[src/rtl/cdc_pkg.sv]
// cdc_pkg: shared state encoding, defaults and round-robin helper for the
// source-side 4-phase CDC channel and its synchronizers.
package cdc_pkg;

  typedef enum logic [1:0] {
    IDLE     = 2'd0,
    REQ_HIGH = 2'd1,
    REQ_LOW  = 2'd2
  } cdc_state_e;

  localparam int DEFAULT_SYNC_STAGES = 2;

  // Widest requester set the helper handles, and the index width that covers it.
  localparam int MAX_REQ = 16;
  localparam int GRANT_W = 4;
  localparam int IDX_W   = GRANT_W + 1;

  // Round-robin scan: returns {found, index} of the first set bit of valid,
  // looking at ptr+1, ptr+2, ... and wrapping at num_req. Bits of valid at or
  // above num_req must be zero.
  function automatic logic [GRANT_W:0] rr_next_grant(
    input logic [MAX_REQ-1:0] valid,
    input logic [GRANT_W-1:0] ptr,
    input logic [IDX_W-1:0]   num_req
  );
    logic [IDX_W-1:0]   idx;
    logic               found;
    logic [GRANT_W-1:0] grant;
    found = 1'b0;
    grant = '0;
    idx   = '0;
    for (int k = 1; k <= MAX_REQ; k++) begin
      idx = {1'b0, ptr} + IDX_W'(k);
      if (idx >= num_req) begin
        idx = idx - num_req;
      end
      if (!found && (IDX_W'(k) <= num_req) && valid[idx[GRANT_W-1:0]]) begin
        found = 1'b1;
        grant = idx[GRANT_W-1:0];
      end
    end
    return {found, grant};
  endfunction

endpackage

[src/rtl/sync_ff_chain.sv]
// sync_ff_chain: single-bit multi-flop synchronizer with async active-low
// reset. Used for the returning ack here and for req on the receiving side.
module sync_ff_chain
  import cdc_pkg::*;
#(
  parameter int STAGES = DEFAULT_SYNC_STAGES
) (
  input  logic clk,
  input  logic rst_n,
  input  logic d,
  output logic q
);

  logic [STAGES-1:0] chain;

  // Shift the asynchronous input through the flop chain; the last flop is the synchronized copy
  always_ff @(posedge clk or negedge rst_n) begin
    if (!rst_n) begin
      chain <= '0;
    end else begin
      chain <= {chain[STAGES-2:0], d};
    end
  end

  assign q = chain[STAGES-1];

endmodule

[src/rtl/cdc_channel_arbiter.sv]
// cdc_channel_arbiter: shares one 4-phase req/ack crossing among NUM_REQ
// local requesters. A round-robin winner is accepted in IDLE, its word and
// index are registered onto the channel, and the handshake completes against
// the synchronized ack before the next winner can be taken.
module cdc_channel_arbiter
  import cdc_pkg::*;
#(
  parameter int DATA_WIDTH  = 8,
  parameter int NUM_REQ     = 4,
  parameter int ID_WIDTH    = $clog2(NUM_REQ),
  parameter int SYNC_STAGES = DEFAULT_SYNC_STAGES
) (
  input  logic                          i_clk,
  input  logic                          i_rst,
  input  logic [NUM_REQ-1:0]            i_valid,
  input  logic [NUM_REQ*DATA_WIDTH-1:0] i_data,
  output logic [NUM_REQ-1:0]            o_ready,
  output logic                          o_cdc_req,
  output logic [DATA_WIDTH-1:0]         o_cdc_data,
  output logic [ID_WIDTH-1:0]           o_cdc_id,
  input  logic                          i_cdc_ack,
  output logic                          o_busy
);

  cdc_state_e            state;
  logic [GRANT_W-1:0]    ptr;
  logic                  ack_s;
  logic [GRANT_W:0]      rr_result;
  logic                  grant_found;
  logic                  grant_en;
  logic [GRANT_W-1:0]    grant_idx;
  logic [DATA_WIDTH-1:0] grant_word;

  sync_ff_chain #(
    .STAGES(SYNC_STAGES)
  ) u_ack_sync (
    .clk  (i_clk),
    .rst_n(i_rst),
    .d    (i_cdc_ack),
    .q    (ack_s)
  );

  // Choose the next requester after the last winner; only accept in IDLE once the ack has settled low
  always_comb begin
    rr_result   = rr_next_grant(MAX_REQ'(i_valid), ptr, IDX_W'(NUM_REQ));
    grant_found = rr_result[GRANT_W];
    grant_idx   = rr_result[GRANT_W-1:0];
    grant_en    = (state == IDLE) && !ack_s && grant_found;
  end

  // Steer the winner's word toward the channel register and raise its one-hot ready strobe
  always_comb begin
    grant_word = '0;
    o_ready    = '0;
    for (int k = 0; k < NUM_REQ; k++) begin
      if (grant_idx == GRANT_W'(k)) begin
        grant_word = i_data[k*DATA_WIDTH +: DATA_WIDTH];
        o_ready[k] = grant_en;
      end
    end
  end

  // Handshake FSM with registered req/data/id/busy and the round-robin pointer
  always_ff @(posedge i_clk or negedge i_rst) begin
    if (!i_rst) begin
      state      <= IDLE;
      ptr        <= GRANT_W'(NUM_REQ - 1);
      o_cdc_req  <= 1'b0;
      o_cdc_data <= '0;
      o_cdc_id   <= '0;
      o_busy     <= 1'b0;
    end else begin
      case (state)
        IDLE: begin
          if (grant_en) begin
            o_cdc_data <= grant_word;
            o_cdc_id   <= grant_idx[ID_WIDTH-1:0];
            o_cdc_req  <= 1'b1;
            ptr        <= grant_idx;
            o_busy     <= 1'b1;
            state      <= REQ_HIGH;
          end
        end
        REQ_HIGH: begin
          if (ack_s) begin
            o_cdc_req <= 1'b0;
            state     <= REQ_LOW;
          end
        end
        REQ_LOW: begin
          if (!ack_s) begin
            o_busy <= 1'b0;
            state  <= IDLE;
          end
        end
        default: begin
          o_cdc_req <= 1'b0;
          o_busy    <= 1'b0;
          state     <= IDLE;
        end
      endcase
    end
  end

  // At most one requester is ever accepted per cycle
  a_ready_onehot : assert property (@(posedge i_clk) disable iff (!i_rst)
    $onehot0(o_ready));

  // No accept strobe while a transfer is in flight
  a_ready_idle_only : assert property (@(posedge i_clk) disable iff (!i_rst)
    (state != IDLE) |-> (o_ready == '0));

  // Request is only asserted during the request-high phase
  a_req_phase : assert property (@(posedge i_clk) disable iff (!i_rst)
    o_cdc_req |-> (state == REQ_HIGH));

endmodule
[config.mk]
export PLATFORM = sky130hd
export DESIGN_NAME = cdc_channel_arbiter
export DESIGN_NICKNAME = d
export VERILOG_FILES = /design/src/rtl/cdc_pkg.sv /design/src/rtl/sync_ff_chain.sv /design/src/rtl/cdc_channel_arbiter.sv
export SDC_FILE = /design/constraint.sdc
export NUM_CORES = 1
export LEC_CHECK = 0
export ABC_CLOCK_PERIOD_IN_PS = 3750
export CORE_AREA = 2 2 76 78
export CTS_BUF_LIST = sky130_fd_sc_hd__clkbuf_16
export DETAILED_ROUTE_END_ITERATION = 12
export DIE_AREA = 0 0 78 80
export DONT_BUFFER_PORTS = 1
export GPL_ROUTABILITY_DRIVEN = 0
export SYNTH_ARGS = -nofsm -noshare
export SYNTH_HDL_FRONTEND = slang
export SYNTH_SLANG_ARGS = --single-unit
[constraint.sdc]
create_clock -name i_clk -period 3.75 [get_ports i_clk]
set_clock_uncertainty 0.2 [all_clocks]
set_input_delay 0.1875 -clock i_clk [delete_from_list [all_inputs] [get_ports i_clk]]
set_output_delay 0.1875 -clock i_clk [all_outputs]
set_load 0.005 [all_outputs]
Word-level counts from Yosys, hierarchy flattened --
Index checks and enable logic that the tools add are counted.
Word-level totals: output and inout port bits 16, logic and storage cells 85, register bits 20, bits of input ports 39
Operators by class: add/sub/neg operators 8, bitwise logic cells 2, eq/ne operators 8, multiplexer cells 37, reduce and logical (&&, ||, !) cells 15, magnitude comparators 8
Operators by type and width (number):
- 4-bit two-way mux | 8
- 8-bit two-way mux | 4
- 5-bit by 3-bit >= comparator with 1-bit output, second input constant | 4
- 4-bit by 5-bit less-than comparator with 1-bit output, second input constant | 4
- 1-bit binary-select mux with 4-bit select | 4
- 4-bit by 3-bit subtractor with 4-bit output, second input constant | 4
- 1-bit two-way mux | 15
- 4-bit by 2-bit adder with 5-bit output, second input constant | 2
- 3-bit AND reduction | 3
- 4-bit by 2-bit == test with 1-bit output, second input constant | 2
- 2-bit two-way mux | 3
- 1-bit one-hot mux with 3 select lines | 2
- 2-bit one-hot mux with 3 select lines | 1
- 4-bit by 1-bit adder with 5-bit output, second input constant | 1
- 4-bit by 3-bit adder with 5-bit output, second input constant | 1
- 1-bit logical AND | 5
- 4-bit by 1-bit == test with 1-bit output, second input constant | 1
- 1-bit zero test | 4
- 4-bit zero test | 1
- 2-bit inequality test, second input constant | 2
- 2-bit by 1-bit == test with 1-bit output, second input constant | 1
- 2-bit == test, second input constant | 1
- 2-bit zero test | 1
- 2-bit by 1-bit inequality test with 1-bit output, second input constant | 1
- other kinds (2) | 3

Depth between registers and ports, before layout --
Gate-level depths: netlist of run 1.
word-level depth 20, gate-level depth with buffers 14, gate-level depth less buffers 12

Modules after synthesis --
From an unflattened synthesis of run 1, not the netlist that was laid out.
Second synthesis, totals: cell total of the unflattened synthesis 207, area total of the unflattened synthesis 1884.3 um^2
By module, submodules not included:
- cdc_channel_arbiter | instances 1, sequential area each 452.9 um^2, cells each 205, area each 1834.3 um^2
- sync_ff_chain | instances 1, sequential area each 50.0 um^2, cells each 2, area each 50.0 um^2

Worst setup path before layout of run 1 --
No wires, ideal clock.
path kind reg-to-reg, start register ptr[0], end register o_cdc_data[0], library setup time 0.134 ns, data required time 3.416 ns, path buffers 1, cell stages (with the launch flop) 13, path slack 0.486 ns, data arrival time 2.930 ns, path through dfstp_2 -> buf_6 -> inv_4 -> ha_1 -> xnor2_2 -> ha_1 -> a221oi_4 -> a22oi_2 -> or3_4 -> nand2_4 -> mux2_2 -> o2111ai_1 -> o211ai_1
Between the ends: cells in the longest elaborated chain, start to end 20, elaborated cells between the ends (all ways) 48
RTL lines:
- start: declaration | line cdc_channel_arbiter.sv:26 | logic [GRANT_W-1:0] ptr;
- start signal: assignment | line cdc_channel_arbiter.sv:67 | ptr <= GRANT_W'(NUM_REQ - 1);
- start signal: assignment | line cdc_channel_arbiter.sv:79 | ptr <= grant_idx;
- 4-bit by 1-bit adder with 5-bit output | line cdc_pkg.sv:33 | idx = {1'b0, ptr} + IDX_W'(k);
- 4-bit by 3-bit subtractor with 4-bit output or 5-bit by 3-bit >= comparator with 1-bit output (tied branches) | line cdc_pkg.sv:35, cdc_pkg.sv:34
- 4-bit two-way mux | line cdc_pkg.sv:34 | if (idx >= num_req) begin
- 1-bit binary-select mux with 4-bit select | line cdc_pkg.sv:37 | if (!found && (IDX_W'(k) <= num_req) && valid[idx[GRANT_W-1:0]]) begin
- 1-bit two-way mux (not written as such) | line cdc_pkg.sv:37
- 1-bit two-way mux | line cdc_pkg.sv:37
- 1-bit zero test | line cdc_pkg.sv:37
- 1-bit logical AND | line cdc_pkg.sv:37
- 1-bit two-way mux | line cdc_pkg.sv:37
- 1-bit zero test | line cdc_pkg.sv:37
- 1-bit logical AND | line cdc_pkg.sv:37
- 1-bit two-way mux | line cdc_pkg.sv:37
- 1-bit zero test | line cdc_pkg.sv:37
- 1-bit logical AND | line cdc_pkg.sv:37
- 4-bit two-way mux | line cdc_pkg.sv:37
- 4-bit zero test | line cdc_channel_arbiter.sv:56 | if (grant_idx == GRANT_W'(k)) begin
- 8-bit two-way mux (4 in series) | line cdc_channel_arbiter.sv:56
- end signal: assignment | line cdc_channel_arbiter.sv:76 | o_cdc_data <= grant_word;
- end: declaration | line cdc_channel_arbiter.sv:19 | output logic [DATA_WIDTH-1:0] o_cdc_data,
Parallel ways exist; a longest one is shown, timed or not. The select of a mux whose other input is x is not followed. A chain may end at the register's enable or synchronous reset.

Worst setup path in the final report of run 1 --
start register ptr[1], end output o_ready[3]
Between the ends: cells in the longest elaborated chain, start to end 17, elaborated cells between the ends (all ways) 41
RTL lines:
- 4-bit by 1-bit adder with 5-bit output | line cdc_pkg.sv:33
- 4-bit by 3-bit subtractor with 4-bit output or 5-bit by 3-bit >= comparator with 1-bit output (tied branches) | line cdc_pkg.sv:35, cdc_pkg.sv:34
- 4-bit two-way mux | line cdc_pkg.sv:34
- 1-bit binary-select mux with 4-bit select | line cdc_pkg.sv:37
- 1-bit two-way mux (not written as such) | line cdc_pkg.sv:37
- 1-bit two-way mux | line cdc_pkg.sv:37
- 1-bit zero test | line cdc_pkg.sv:37
- 1-bit logical AND | line cdc_pkg.sv:37
- 1-bit two-way mux | line cdc_pkg.sv:37
- 1-bit zero test | line cdc_pkg.sv:37
- 1-bit logical AND | line cdc_pkg.sv:37
- 1-bit two-way mux | line cdc_pkg.sv:37
- 1-bit zero test | line cdc_pkg.sv:37
- 1-bit logical AND | line cdc_pkg.sv:37
- 4-bit two-way mux or 1-bit two-way mux (tied branches) | line cdc_pkg.sv:37
- 4-bit by 2-bit == test with 1-bit output or 1-bit logical AND (tied branches) | line cdc_channel_arbiter.sv:56, cdc_channel_arbiter.sv:48
- 1-bit two-way mux (*) | line cdc_channel_arbiter.sv:56
- end: declaration | line cdc_channel_arbiter.sv:17 | output logic [NUM_REQ-1:0] o_ready,
Mark *: on every way between the ends. The rest lies on a longest branch, timed or not. The select of a mux whose other input is x is not followed.

==> impl_metrics.csv, run 1 <==
group,metric,value,unit
route,drt-total-wl,5171,microns
place,dp_worst_setup_slack,0.2154,ns
grt,grt_antenna_before_repair,0,
logic_synthesis,area_share_of_the_leading_cell_type_in_the_synthesized_netlist,21.34,%
worst_setup_path,timing.critical_path.from_type,"flip-flop",
route,avgRoutedWirePerCell,16.79,microns
pwr,clock_power_share,8.4,%
clocking,cts.path.max_buffers,2,
worst_setup_path,crit_slowest_cell,"dfstp_2",
pwr,power.net_switching,1243,uW
clocking,clkSinkCount,20,
grt,grt_max_degree,27,
timing,setup_viol,0,
layout,sequential_standard_cell_area,503.0,sq um
clocking,ctsHtreeMaxLevel,1,
logic_synthesis,post_synthesis_sequential_area_ratio,23.83,%
worst_setup_path,arrival,3.11,ns
timing,max_freq,285.7,MHz
layout,fin_nets,291,
grt,grt.total_usage,16.86,%
flow_run,cap_violations,0,
die,start_util,39.05,%
timing,slew_viol_final,0,
die,top_level_ports,55,
pwr,leakagePower,0.001028,uW
clocking,clock_latency,0.25,ns
logic_synthesis,syn_area_per_cell,9.772,sq um
layout,finalNonFillerCells,308,
hold_path,worst_min_delay_path_class,"in -> reg",
worst_setup_path,worst-setup-path-type,"reg -> out",
pwr,internal_power,1348,uW
die,num_rows,27,
layout,multi_input_comb_area,1461,sq um
die,core_box_area,5405,sq um
logic_synthesis,post_synth_main_area_contributors,"dfrtp_1 (21%), ha_1 (8.9%), mux2i_1 (5.2%)",
route,drt-initial-drc-count,99,
clocking,clk_root_buffer_cell,"clkbuf_16",
clocking,path_clk_slew,0.06,ns
logic_synthesis,synth_nets,270,
logic_synthesis,post_syn_instances,216,
worst_setup_path,cp_cell_sequence,"inv_1 -> ha_1 -> a21oi_2 -> xnor2_1 -> ha_1 -> a221oi_4 -> a22oi_2 -> or3_4 -> nand2_4 -> o21ai_4 -> buf_4 -> nor2_1",
layout,finalInstanceArea,2409,sq um
timing,slew_headroom,37.47,%
logic_synthesis,netlist.top_cell.by_area,"dfrtp_1",
worst_setup_path,critPathMaxFanout,7,
timing,setup_tns,0,ns
pwr,comb_power_share,75.4,%
die,fp.dieArea,6240,sq um
layout,drive_above_1_share,27.54,%
timing,finalWorstSetupSlack,0.2501,ns
grt,grt_pass1_vias,1651,
timing,worst_pin_slew,0.9349,ns
route,drtPass1Iterations,4,
layout,syn_to_final_growth,14.11,%
worst_setup_path,path_common_cell,"ha_1",
logic_synthesis,synth.cell_area,2111,sq um
place,dp_hpwl,3849,microns
route,antenna_left,0,
layout,insertedDiodeCount,0,
worst_setup_path,timing.critical_path.from,"ptr[1]",
pwr,seq_power_share,16.2,%
pwr,sw_frac_of_total,47.98,%
timing,final_min_period_over_clock_period,93.33,%
pwr,power_density,1076,nW/um^2
timing,setup_repair_after_global_routing_missed_its_margin,"no",
logic_synthesis,synth-seq-cells,20,
worst_setup_path,cp_delay_by_family_top,"simple AND/OR/NAND/NOR gates",
logic_synthesis,dominantRegCellSynth,"dfrtp_1",
worst_setup_path,critical_path.max_stage_delay,0.59,ns
clocking,cts_tree,"built",
logic_synthesis,synth-async-reset-ratio,100.0,%
worst_setup_path,regToRegStartpoint,"ptr[1]",
route,drc,0,
pwr,report.power.total,2591,uW
grt,globalRoute.totalOverflow,0,
layout,number_of_filler_cells_placed_in_the_layout,564,
hold_path,timing.hold.worst.start,"i_data[26]",
worst_setup_path,setup.worst_path.end_class,"output pin",
run_status,outcome,"complete, no violations",
logic_synthesis,ys_types,58,
grt,wire_length_of_the_first_global_routing_pass,8369,microns
place,numPortBuffers,0,
timing,layout_min_cycle_time,3.500,ns
place,place_inst,284,
clocking,cts-buffers-inserted,3,
pwr,vdd_drop_max,0.0004396,V
die,chipHeight,80,microns
timing,final_hold_viol_count,0,
logic_synthesis,synth-edff-count,0,
route,detailroute.via_count,1685,
route,vias_per_cell,5.471,
worst_setup_path,required,3.36,ns
die,die_width,78,microns
logic_synthesis,count_of_synthesis_stage_warnings_from_yosys,0,
place,dpl_cell_area,2142,sq um
worst_setup_path,cp_num_buf_inv,2,
==> state kept, by name, summed over array words and instances, names as in the netlist <==
register / flops
o_busy: 1
o_cdc_data: 8
o_cdc_id: 2
o_cdc_req: 1
ptr: 4
state: 2
u_ack_sync.chain: 2
==> per-stage QoR <==
step                      hold slack, ns  util [%]
after detailed placement         -0.3076     39.63
after CTS                        0.01077     43.36
after global placement           -0.3076     39.63
after global routing             0.01985     44.56
final                           0.009446     44.56
after floorplan                  -0.3081         -
==> cell families (layout without fill, tap and decap cells) <==
family | Yosys count | in the layout | synth area share (%)
and+or+nand+nor | 74 | 74 | 20.87
AOI/OAI and AO/OA | 60 | 60 | 25.13
buffers and inverters | 22 | 42 | 7.529
DFF | 20 | 20 | 23.83
muxes | 19 | 19 | 10.02
adders and majority gates | 15 | 15 | 8.892
xor gates and xnor gates | 6 | 6 | 3.735
==> final timing paths <==
path,end,slack (ns),cells after the start
setup reg to reg,o_cdc_data[0],0.29,12
setup / recovery,o_ready[3],0.25,12
max in group asynchronous,o_cdc_data[1],2.45,1
hold reg to reg,u_ack_sync.chain[1],0.15,0
min in group asynchronous,u_ack_sync.chain[1],0.33,1
hold / removal,o_cdc_data[2],0.009,2
==> power groups by stage <==
stage | clock (uW) | sequential [uW] | combinational (uW)
after global placement | 0 | 428 | 1730
final | 218 | 421 | 1950
after CTS | 221 | 428 | 1830
after floorplan | 0 | 391 | 1550
after detailed placement | 0 | 432 | 1750
after global routing | 227 | 432 | 2140
==> placed cells by master (no fill, tap or decap), drive strengths merged, types with 4 or more instances in the layout <==
cell,count
nor2,15
inv,11
dlygate4sd3,10
nand3,4
or2,4
o21ai,11
and4,8
mux2,7
a211oi,5
nor2b,6
xnor2,5
a221oi,5
a21o,4
and3,5
dfrtp,18
o2111ai,5
nand2,23
mux2i,11
o211ai,8
ha,15
buf,18
a21oi,9
==> Yosys cell counts, types with 3 or more instances <==
| cell | instances |
|---|---|
| nand2_1 | 21 |
| dfrtp_1 | 18 |
| ha_1 | 15 |
| nor2_1 | 12 |
| mux2i_1 | 11 |
| inv_1 | 9 |
| o21ai_0 | 9 |
| and4_1 | 8 |
| o211ai_1 | 8 |
| a21oi_1 | 7 |
| buf_6 | 7 |
| mux2_2 | 7 |
| nor2b_1 | 6 |
| o2111ai_1 | 5 |
| a211oi_2 | 4 |
| a21o_1 | 4 |
| a221oi_1 | 4 |
| and3_1 | 4 |
| nand3_1 | 4 |
| o21a_1 | 3 |
| xnor2_1 | 3 |
==> cell type report <==
cell class | instances | area share, %
sequential | 20 | 20.88
clock inverter | 1 | 0.1558
tap | 72 | 3.740
multi-input combinational | 174 | 60.68
clock buffer | 3 | 3.117
inverter | 10 | 1.662
timing repair buffer | 28 | 9.766
==> routing by layer <==
layer	vias to the layer above	global-route usage [%]	wire (microns)
met5	-	0	0
met4	0	4.386	53
met3	4	4.072	344
met2	40	28.36	2534
met1	806	21.69	2239
li1	835	-	-
==> repair_timing <==
item                                   4_1_cts  5_1_grt
endpoints found under the hold margin       25        0
hold buffers                                10        0
pin swaps                                    1        2
buffers inserted                             3        7
resized for setup                            0        3
setup endpoints to repair                    1        4
No activity file was read; power rests on OpenSTA's default activity.
==> run 2, diff against run 1 <==
- ABC_CLOCK_PERIOD_IN_PS: 3750 -> 3800
- CORE_AREA: 2 2 76 78 -> 2 2 72 74
- DIE_AREA: 0 0 78 80 -> 0 0 74 76
- SETUP_SLACK_MARGIN: unset -> 0.05
- SYNTH_HIERARCHICAL: unset -> 1
- clock period: 3.75 -> 3.8 ns (I/O delays scaled with it)
==> run 2 against run 1 <==
Compared with the run above: sequential cell count did not move; clock power rose by 31%; register-to-register slack got worse by 0.06 ns; clock-buffer cell count did not move; hold slack got worse by 0.0011 ns; critical path type unchanged; critical endpoint unchanged.
==> impl_metrics.csv, run 2 <==
group,metric,value,unit
grt,globalRouteMet1Util,25.48,%
grt,wire_length_of_the_first_global_routing_pass,8017,microns
grt,grt.total_usage,17.49,%
layout,top_register,"o_cdc_data",
route,drc,0,
pwr,power_density,228.2,nW/um^2
timing,setup_tns,0,ns
clocking,clock_latency,0.25,ns
route,drt-total-wl,4978,microns
clocking,clkSinkCount,20,
logic_synthesis,synth_nets,261,
timing,setup_repair_after_global_routing_missed_its_margin,"no",
logic_synthesis,synth-async-reset-ratio,100.0,%
pwr,leakagePower,0.0009948,uW
logic_synthesis,netlist.top_cell.by_area,"dfrtp_1",
place,place_inst,279,
logic_synthesis,ys_types,52,
layout,insertedDiodeCount,0,
layout,syn_to_final_growth,23.51,%
layout,fin_nets,288,
logic_synthesis,synth.cell_area,1884,sq um
grt,grt_pass1_vias,1720,
logic_synthesis,syn_area_per_cell,9.103,sq um
logic_synthesis,dominantRegCellSynth,"dfrtp_1",
route,drt-initial-drc-count,113,
worst_setup_path,ff2ff_path_depth,12,
timing,max_freq,278.3,MHz
logic_synthesis,yosys.cell_count.top_type,"nor2_1",
logic_synthesis,area_share_of_the_leading_cell_type_in_the_synthesized_netlist,23.90,%
route,vias_per_cell,5.713,
flow_run,cap_violations,0,
die,core_box_area,4912,sq um
timing,final_hold_viol_count,0,
run_status,outcome,"complete, no violations",
place,numPortBuffers,0,
logic_synthesis,synth-seq-cells,20,
route,antenna_left,0,
worst_setup_path,setup.worst_path.end_class,"output pin",
timing,slew_viol_final,0,
timing,final_min_period_over_clock_period,94.56,%
clocking,cts_tree,"built",
timing,worst_pin_slew,0.8733,ns
die,die_width,74,microns
layout,drive_above_1_share,18.03,%
timing,layout_min_cycle_time,3.593,ns
layout,final_common_cell,"buf_4",
layout,largest_register_ffs,8,
grt,gr-usage-met3,2.513,%
worst_setup_path,path_common_cell,"ha_1",
clocking,path_clk_slew,0.06,ns
pwr,vdd_drop_max,0.0002529,V
die,fp.dieArea,5624,sq um
logic_synthesis,count_of_synthesis_stage_warnings_from_yosys,6,
place,dp_worst_setup_slack,0.2584,ns
layout,number_of_filler_cells_placed_in_the_layout,456,
worst_setup_path,critPathMaxFanout,8,
die,top_level_ports,55,
route,detailroute.via_count,1731,
layout,biggestRegsByFlops,"o_cdc_data: 8 flops, ptr: 4 flops",
clocking,ctsHtreeMaxLevel,1,
route,avgRoutedWirePerCell,16.43,microns
grt,grtUsageMet2,27.23,%
timing,finalWorstSetupSlack,0.2068,ns
timing,slew_headroom,41.59,%
worst_setup_path,worst-setup-path-type,"reg -> out",
grt,top_usage_layer,"met2",
clocking,cts.path.max_buffers,2,
logic_synthesis,post_syn_instances,207,
hold_path,worst_min_delay_path_class,"in -> reg",
logic_synthesis,synth_top_cells_by_count,"nor2_1 (19), dfrtp_1 (18), mux2i_1 (18)",
route,drtPass1Iterations,4,
hold_path,hold_depth,2,
logic_synthesis,synth-edff-count,0,
worst_setup_path,critical_path.max_stage_delay,0.53,ns
die,start_util,38.36,%
die,num_rows,26,
worst_setup_path,timing.critical_path.from_type,"flip-flop",
layout,finalNonFillerCells,303,
worst_setup_path,cp_cell_sequence,"inv_1 -> ha_1 -> ha_1 -> nor2b_1 -> a21oi_1 -> o21ba_2 -> or4_1 -> a211o_1 -> nand3_4 -> and3_1",
grt,grt_antenna_before_repair,0,
clocking,cts-buffers-inserted,3,
logic_synthesis,post_synthesis_sequential_area_ratio,26.69,%
layout,layout_common_cells,"buf_4 (20), nor2_1 (18), mux2i_1 (18), dfrtp_1 (18), ha_1 (15)",
grt,grt_max_degree,21,
worst_setup_path,required,3.41,ns
die,chipHeight,76,microns
logic_synthesis,post_synth_main_area_contributors,"dfrtp_1 (24%), ha_1 (10%), mux2i_1 (9.6%)",
worst_setup_path,arrival,3.20,ns
clocking,clk_root_buffer_cell,"clkbuf_16",
place,dp_hpwl,3706,microns
grt,globalRoute.totalOverflow,0,
worst_setup_path,crit_slowest_cell,"dfstp_2",
layout,final_util,47.38,%
timing,setup_viol,0,
run 2: cell count changes in the layout (fill, tap and decap cells not counted), moves of 4 or more:
cell	delta
a31oi_1	+4
a32oi_1	+4
and4_1	-8
mux2_2	-5
mux2i_1	+7
nand2_1	-15
nand2b_1	+4
nand3_1	+4
nand4_1	+8
nor2_1	+7
nor3_1	+4
o2111ai_1	-5
o211ai_1	-4
o221ai_1	+6
run 2: per-layer routing:
layer  vias up  part of all wire [%]
li1        842                     -
met1       833                    45
met2        50                    48
met3         6                   5.5
met4         0                   1.0
met5         -                     0
run 2: cells by family (layout without fill, tap and decap cells):
family | count (synthesis) | in the layout | synth area share, %
compound gates | 57 | 57 | 24.04
xor+xnor | 6 | 6 | 2.789
fa+ha+maj | 15 | 15 | 9.960
buf+inv | 19 | 45 | 4.714
flops | 20 | 20 | 26.69
mux | 21 | 21 | 11.95
simple gates | 69 | 69 | 19.85
run 2: critical path, delay by kind of cell, from the launching register on:
kind,cells,cell delay (ns)
compound gates,3,0.76
fa+ha+maj,2,0.66
buf+inv,1,0.11
flops,1,0.53
simple gates,4,0.90
run 2: timing repair:
item | CTS | global route
hold buffers | 11 | 0
hold endpoints to repair | 26 | 0
setup buffers | 0 | 9
endpoints found under the setup margin | 0 | 11
gates resized for setup | 0 | 5
run 2: path summary, 6_finish.rpt:
| check | startpoint | to | slack (ns) |
|---|---|---|---|
| setup / recovery | ptr[1] | o_ready[3] | 0.21 |
| hold / removal | i_data[22] | o_cdc_data[6] | 0.008 |
| setup reg to reg | ptr[1] | o_cdc_data[0] | 0.23 |
| hold reg to reg | u_ack_sync/chain[0] | u_ack_sync/chain[1] | 0.15 |
| max in group asynchronous | i_rst | ptr[2] | 2.56 |
| min in group asynchronous | i_rst | state[0] | 0.30 |
run 2: final cells by class:
class / count / area (sq um) / share of cell area, %
Tap cell: 70 / 87.58 / 3.763
Timing Repair Buffer: 33 / 291.5 / 12.53
Clock buffer: 3 / 75.07 / 3.226
Multi-Input combinational cell: 168 / 1310 / 56.29
Sequential cell: 20 / 503.0 / 21.61
Clock inverter: 1 / 30.03 / 1.290
Inverter: 8 / 30.03 / 1.290
run 2: through the flow:
step                cell area (sq um)  total power [uW]  hold WS [ns]
finish                           2327             531.0      0.008336
global route                     2327             548.0       0.01687
detailed placement               2011             235.7       -0.3051
global placement                 2011             235.2       -0.3049
floorplan                        1884             232.5       -0.3056
CTS                              2226             533.6      0.006134
run 2: power by group:
part,internal (uW),switching [uW]
sequential,214,0.599
clock,209,77.0
combinational,15.8,14.6
==> run 3, diff against run 2 <==
- CTS_BUF_LIST: sky130_fd_sc_hd__clkbuf_16 -> sky130_fd_sc_hd__clkbuf_4 sky130_fd_sc_hd__clkbuf_8
- SKIP_LAST_GASP: unset -> 1
==> run 3 against run 2 <==
Compared with the run above: critical path depth is the same; sequential power about the same; register-to-register slack is essentially flat.
==> impl_metrics.csv, run 3 (synthesized netlist as in run 2, its figures left out) <==
group,metric,value,unit
timing,setup_repair_after_global_routing_missed_its_margin,"no",
die,top_level_ports,55,
layout,drive_above_1_share,17.87,%
worst_setup_path,critPathMaxFanout,8,
worst_setup_path,timing.critical_path.from,"ptr[1]",
clocking,clk_root_buffer_cell,"clkbuf_8",
route,detailroute.via_count,1712,
worst_setup_path,required,3.41,ns
flow_run,cap_violations,0,
clocking,ctsHtreeMaxLevel,1,
route,drc,0,
hold_path,worst_min_delay_path_class,"in -> reg",
grt,globalRoute.totalOverflow,0,
worst_setup_path,arrival,3.23,ns
die,die_width,74,microns
clocking,path_clk_slew,0.08,ns
layout,insertedDiodeCount,0,
layout,top_register,"o_cdc_data",
pwr,power_density,198.3,nW/um^2
timing,max_freq,276.2,MHz
grt,grt_antenna_before_repair,0,
route,drt-total-wl,5076,microns
place,dp_hpwl,3706,microns
timing,final_min_period_over_clock_period,95.29,%
clocking,cts.path.max_buffers,2,
timing,setup_tns,0,ns
worst_setup_path,timing.critical_path.from_type,"flip-flop",
layout,final_common_cell,"buf_4",
pwr,leakagePower,0.0009877,uW
die,fp.dieArea,5624,sq um
layout,number_of_filler_cells_placed_in_the_layout,461,
die,core_box_area,4912,sq um
timing,final_hold_viol_count,0,
timing,layout_min_cycle_time,3.621,ns
die,chipHeight,76,microns
worst_setup_path,worstSetupEndpoint,"o_ready[2]",
worst_setup_path,regToRegStartpoint,"ptr[1]",
route,avgRoutedWirePerCell,16.64,microns
die,start_util,38.36,%
worst_setup_path,worst-setup-path-type,"reg -> out",
clocking,clkSinkCount,20,
clocking,clock_latency,0.26,ns
route,drtPass1Iterations,4,
route,drt-initial-drc-count,97,
timing,worst_pin_slew,0.8912,ns
die,num_rows,26,
timing,slew_viol_final,0,
run_status,outcome,"complete, no violations",
place,place_inst,279,
route,antenna_left,0,
grt,grt.total_usage,17.79,%
grt,wire_length_of_the_first_global_routing_pass,8079,microns
timing,setup_viol,0,
worst_setup_path,ff2ff_path_depth,12,
layout,syn_to_final_growth,22.78,%
layout,fin_nets,290,
timing,slew_headroom,40.39,%
grt,grt_max_degree,21,
layout,biggestRegsByFlops,"o_cdc_data: 8 flops, ptr: 4 flops",
clocking,cts_tree,"built",
timing,hold-worst-slack,0.005241,ns
worst_setup_path,setup.worst_path.end_class,"output pin",
layout,largest_register_ffs,8,
layout,layout_common_cells,"buf_4 (20), nor2_1 (18), mux2i_1 (18), dfrtp_1 (18), ha_1 (15)",
grt,grt_pass1_vias,1740,
worst_setup_path,flop2flop_setup_slack,0.23,ns
pwr,vdd_drop_max,0.0002985,V
worst_setup_path,critical_path.reg2reg.endpoint,"o_cdc_data[1]",
layout,final_util,47.10,%
layout,finalNonFillerCells,305,
place,numPortBuffers,0,
clocking,cts-buffers-inserted,3,
route,vias_per_cell,5.613,
[run 3: worst max-delay path: stages (launching register included)]
cell	delay, ns
dfstp_2	0.53
inv_1	0.11
ha_1	0.37
ha_1	0.29
nor2b_1	0.04
a21oi_1	0.14
o21ba_2	0.25
or4_1	0.51
a211o_1	0.37
nand3_4	0.14
and3_1	0.22
[run 3: layout make-up]
type	count	area (sq um)	area share [%]
Clock buffer	3	41.29	1.785
Clock inverter	1	30.03	1.298
Inverter	8	30.03	1.298
Multi-Input combinational cell	168	1310	56.63
Sequential cell	20	503.0	21.74
Tap cell	70	87.58	3.786
Timing Repair Buffer	35	311.5	13.47
[run 3: layer usage]
layer | up-vias | share of wire, % | routed length [microns] | global-route usage (%)
met5 | - | 0 | 0 | 0
met4 | 0 | 0.75 | 38 | 5.091
met3 | 4 | 4.4 | 225 | 2.646
met2 | 48 | 49 | 2488 | 27.41
met1 | 815 | 46 | 2324 | 25.65
li1 | 845 | - | - | -
[run 3: report_power, final]
| group | leakage, uW | switching (uW) | internal (uW) |
|---|---|---|---|
| sequential | 0.000257 | 0.608 | 214 |
| combinational | 0.000695 | 15.0 | 17.1 |
| clock | 0.0000357 | 71.6 | 141 |
| total | 0.000988 | 87.2 | 372 |
[run 3: through the flow]
stage / instance area [sq um] / setup WS (ns) / total power (uW)
2_1_floorplan: 1884 / 0.2607 / 232.5
3_3_place_gp: 2011 / 0.3569 / 235.2
3_5_place_dp: 2011 / 0.2584 / 235.7
4_1_cts: 2212 / 0.09666 / 460.9
5_1_grt: 2313 / 0.03533 / 473.2
6_report: 2313 / 0.1789 / 458.9
[run 3: how the worst min path moves through the flow]
| stage | start | endpoint | cells after the start |
|---|---|---|---|
| 2_1_floorplan | i_rst | o_busy | 0 |
| 3_5_place_dp | i_rst | o_cdc_data[2] | 0 |
| 3_3_place_gp | i_rst | o_cdc_data[3] | 0 |
| 4_1_cts | i_data[30] | o_cdc_data[6] | 2 |
| 6_report | i_data[23] | o_cdc_data[7] | 2 |
| 5_1_grt | i_data[23] | o_cdc_data[7] | 2 |
[run 3: repair_timing]
item,in CTS,in global routing
resized for setup,0,5
setup buffers,0,9
setup endpoints to repair,0,11
hold endpoints to repair,27,0
hold buffers,13,0
